`config.mk`:
```
export PLATFORM = sky130hd
export DESIGN_NAME = serial_subtractor
export DESIGN_NICKNAME = d
export VERILOG_FILES = /design/src/rtl/serial_subtractor.sv
export SDC_FILE = /design/constraint.sdc
export NUM_CORES = 1
export LEC_CHECK = 0
export ABC_AREA = 1
export CAP_MARGIN = 20
export CORE_ASPECT_RATIO = 0.9
export CORE_MARGIN = 1
export CORE_UTILIZATION = 35
export CTS_CLUSTER_DIAMETER = 80
export DETAILED_ROUTE_END_ITERATION = 8
export PLACE_DENSITY = 0.6
export SLEW_MARGIN = 20
export SYNTH_ARGS = -nofsm -noshare
export SYNTH_HDL_FRONTEND = slang
export SYNTH_SLANG_ARGS = --single-unit
```
`constraint.sdc`:
```
create_clock -name clk -period 1.4 [get_ports clk]
set_clock_uncertainty 0.1 [all_clocks]
set_input_delay 0.28 -clock clk [delete_from_list [all_inputs] [get_ports clk]]
set_output_delay 0.28 -clock clk [all_outputs]
set_load 0.005 [all_outputs]
```
`src/rtl/serial_subtractor.sv`:
```
// rtl/serial_subtractor.sv - bit-serial N-bit subtractor with start/done handshake
//
// Computes (a - b - bin) mod 2^N one bit per clock, LSB first, using a single
// full-subtractor cell and a borrow flip-flop. A result is produced every N+1
// cycles when requests are issued back to back.
//
// Ports:
//   clk   - system clock, all state updates on the rising edge
//   rst   - synchronous, active-high reset
//   a     - minuend, sampled on the accepting edge only
//   b     - subtrahend, sampled on the accepting edge only
//   bin   - borrow-in, sampled on the accepting edge only
//   start - request, accepted in IDLE or DONE
//   diff  - registered result, held until the next completion
//   bout  - registered borrow-out, 1 iff a < b + bin (unsigned)
//   busy  - high while bits are being processed
//   done  - one-cycle pulse when diff/bout update
module serial_subtractor #(
    parameter int N = 4
) (
    input  logic         clk,
    input  logic         rst,
    input  logic [N-1:0] a,
    input  logic [N-1:0] b,
    input  logic         bin,
    input  logic         start,
    output logic [N-1:0] diff,
    output logic         bout,
    output logic         busy,
    output logic         done
);

    localparam int CW = $clog2(N);

    typedef enum logic [1:0] {
        IDLE  = 2'd0,
        SHIFT = 2'd1,
        DONE  = 2'd2
    } state_t;

    state_t          state_q;
    logic [N-1:0]    sa_q;
    logic [N-1:0]    sb_q;
    // Holds the N-1 difference bits produced so far; the last bit is
    // concatenated on top in the final cycle.
    logic [N-2:0]    res_q;
    logic            br_q;
    logic [CW-1:0]   cnt_q;
    logic [N-1:0]    diff_q;
    logic            bout_q;
    logic            busy_q;
    logic            done_q;

    logic            d_bit;
    logic            br_d;
    logic [N-1:0]    res_full;
    logic            accept;
    logic            last_bit;

    // Full-subtractor cell on the current LSBs.
    always_comb begin
        d_bit    = sa_q[0] ^ sb_q[0] ^ br_q;
        br_d     = (~sa_q[0] & sb_q[0]) | (~(sa_q[0] ^ sb_q[0]) & br_q);
        res_full = {d_bit, res_q};
        accept   = start && ((state_q == IDLE) || (state_q == DONE));
        last_bit = (cnt_q == CW'(N - 1));
    end

    always_ff @(posedge clk) begin
        if (rst) begin
            state_q <= IDLE;
            sa_q    <= '0;
            sb_q    <= '0;
            res_q   <= '0;
            br_q    <= 1'b0;
            cnt_q   <= '0;
            diff_q  <= '0;
            bout_q  <= 1'b0;
            busy_q  <= 1'b0;
            done_q  <= 1'b0;
        end else if (accept) begin
            state_q <= SHIFT;
            sa_q    <= a;
            sb_q    <= b;
            br_q    <= bin;
            cnt_q   <= '0;
            res_q   <= '0;
            busy_q  <= 1'b1;
            done_q  <= 1'b0;
        end else begin
            case (state_q)
                SHIFT: begin
                    sa_q  <= sa_q >> 1;
                    sb_q  <= sb_q >> 1;
                    br_q  <= br_d;
                    res_q <= res_full[N-1:1];
                    cnt_q <= cnt_q + CW'(1);
                    if (last_bit) begin
                        diff_q  <= res_full;
                        bout_q  <= br_d;
                        busy_q  <= 1'b0;
                        done_q  <= 1'b1;
                        state_q <= DONE;
                    end
                end
                DONE: begin
                    // No new request this cycle, so the pulse ends here.
                    done_q  <= 1'b0;
                    state_q <= IDLE;
                end
                default: begin
                    done_q  <= 1'b0;
                    busy_q  <= 1'b0;
                    state_q <= IDLE;
                end
            endcase
        end
    end

    assign diff = diff_q;
    assign bout = bout_q;
    assign busy = busy_q;
    assign done = done_q;

endmodule

```
==> flow_summary.ini, run 1 <==
[run_status]
status = finished clean

[setup_path]
end_kind = flop
max_stage_delay_ns = 0.61
cp_cell_sequence = fa_1 -> nand2_1 -> a21oi_1
worstRegToRegCells = 3
crit_type = flop to flop
cp_num_buf_inv = 0
path_delay_family = adder cells
cp.required_ns = 1.54
crit_arrival_ns = 1.50
critPathLaunchType = flop
cp_max_fo = 2
crit_path_top_delay_cell = fa_1
critical_path_cell_count = 3

[clocking]
cts_tree = built
clock_latency_ns = 0.31
clkSlewWorstSetupHoldPaths_ns = 0.12
clockBufferDepth = 2
cts_max_level = 1
clkSinkCount = 22
cts_buffers = 3
root_buffer = clkbuf_4

[die]
chipWidth_um = 59.0
die-area_mm2 = 0.00314
row_count = 18
initial_core_util_pct = 36.9
dieHeight_um = 53.3
fp.coreArea_mm2 = 0.00277
pin_count = 19

[layout]
design_area_mm2 = 0.00135
antenna_cells = 0
nNetsFinal = 178
drive_gt1_share_pct = 22.7
fin_util_pct = 48.6
syn_to_final_growth_pct = 31.6

[global_route]
grt_max_degree = 14
first_global_vias = 800
grt_util_all_layers_pct = 15.1
antenna_found_initial = 0
grt_first_pass_wirelength_um = 3450
gr-total-overflow = 0

[drt]
avgRoutedWirePerCell_um = 10.4
drc_errors = 0
vias = 864
vias_per_cell = 4.26
wirelength_um = 2110
drt-pass1-iter-count = 4
drt_iter0_drc = 47
ant_nets = 0

[synth]
syn-cell-area_mm2 = 0.00102
ys_seq_area_share_pct = 43.1
synth.ff_latch_count = 22
synth_cells = 135
yosysUniqueCellTypes = 21
synth.area.top_cells = dfxtp_1 43%, nand2_1 8.4%, nor2_1 8.1%
synth_top_cell_area_share_pct = 43.1
ys_warn_count = 0
yosysTopAreaCell = dfxtp_1
synth_common_cells = 23 x nand2_1, 22 x dfxtp_1, 22 x nor2_1
syn_area_per_cell_um2 = 7.57
synth_edf_count = 0
synthMostInstantiatedCell = nand2_1
syn_nets = 149
synthArstFlopShare_pct = 0
synth_ff_type = dfxtp_1

[place]
gp_congestion = 0.780
placed_area_mm2 = 0.00127
dp_hpwl_um = 1640
io_buffers = 18

[timing]
rsz0062_at_grt = false
worstMarginPinSlew_ns = 0.273
slew_headroom_pct = 81.7
min_period_over_period_pct = 96.7
max_freq_ghz = 0.739
slew_viol_final = 0
finalHoldViolCount = 0
fin_crit_ns = 1.35
final-setup-viol-count = 0

[hold_path]
hold_path_class = flop to flop
whs_path_depth = 2

[power_and_ir_drop]
ir_drop_v = 0.000508
p_per_area_mw_per_mm2 = 1030
power_leakage_uw = 0.000646

[flow_run]
drv_cap = 0
[sequential cells by signal, summed over array words and instances, names as in the netlist, 2 cells and up]
name	count
sa_q	4
diff	4
res_q	3
sb_q	4
cnt_q	2
[layout make-up]
class / count / area (um2)
fillers: 288 / 1430
clock buffers: 3 / 22.5
flip-flops and latches: 22 / 453
well taps: 40 / 50.0
repair buffers: 28 / 246
multi-input cells: 86 / 457
inverters: 23 / 86.3
clock inverters: 1 / 30.0
[metal layers]
layer / global-route usage (%) / wire length (um) / vias to the layer above
met5: 0 / 0 / -
met4: 2.38 / 0 / 0
met3: 4.65 / 86 / 0
met2: 26.7 / 966 / 14
met1: 18.1 / 1060 / 380
li1: - / - / 470
[power breakdown]
part | internal (uW) | total (uW) | switching, uW | leakage [uW]
Sequential | 657 | 678 | 21.0 | 0.000184
Clock | 289 | 482 | 193 | 0.0000279
Combinational | 102 | 226 | 124 | 0.000434
[tightest hold or removal path: cells and delay by family, from the launching register on]
kind	cells	cell delay [ns]
DFF	1	0.33
and+or+nand+nor	1	0.06
AOI/OAI and AO/OA	1	0.05
[stage by stage]
stage,power (uW),setup slack [ns],setup TNS [ns],std cells,hold slack (ns)
final,1390,0.0460,0,203,0.379
after detailed placement,918,-0.163,-1.41,197,0.364
after CTS,1390,0.00976,0,202,0.383
after floorplan,838,0.199,0,135,0.315
after global placement,912,-0.125,-1.08,197,0.355
after global routing,1450,0.00839,0,203,0.404
[path summary, 6_finish.rpt]
kind / from / endpoint / slack [ns]
worst min-delay path: cnt_q[1] / cnt_q[1] / 0.38
worst max register to register: sa_q[0] / res_q[2] / 0.05
worst min register to register: cnt_q[1] / cnt_q[1] / 0.38
worst max-delay path: sa_q[0] / res_q[2] / 0.05
[cell usage in the layout, fill, tap and decap left out]
cell,netlist,routed
clkbuf_4,0,3
nand3_1,9,9
nor2_4,1,1
buf_4,1,10
nand2_1,23,23
nand2_4,1,2
inv_1,21,21
dfxtp_1,22,14
nand2_2,3,2
ha_1,1,1
fa_1,1,1
inv_2,2,2
clkdlybuf4s50_1,0,11
dlygate4sd2_1,0,7
dfxtp_4,0,1
o21ai_0,8,8
a21oi_2,4,4
xor2_1,1,1
nand3_2,4,4
dfxtp_2,0,7
nor3_1,3,3
nor2_1,22,22
bufinv_16,0,1
a21oi_1,5,5
[cells by family after synthesis]
logic type	Yosys count	share of synthesized area (%)
AO/OA/AOI/OAI	17	9.79
XOR/XNOR	1	0.857
adder cells (fa/ha/maj)	2	3.18
buffers and inverters	27	12.7
flip-flops	22	43.1
AND/OR/NAND/NOR	66	30.4
[timing repair]
item | CTS | global route
setup endpoints to repair | 7 | 7
setup buffers | 1 | 1
hold buffers | 0 | 0
cloned | 0 | 0
pin swaps | 0 | 2
resized for setup | 15 | 2
No activity file was read; power rests on OpenSTA's default activity.
==> inputs of run 2 (changes only) <==
--- a/config.mk
+++ b/config.mk
@@ -10,7 +10,6 @@
 export CORE_ASPECT_RATIO = 0.9
 export CORE_MARGIN = 1
 export CORE_UTILIZATION = 35
-export CTS_CLUSTER_DIAMETER = 80
 export DETAILED_ROUTE_END_ITERATION = 8
 export PLACE_DENSITY = 0.6
 export SLEW_MARGIN = 20
==> results of run 2 <==
Final layout, timing and power as in run 1 (identical DEF).
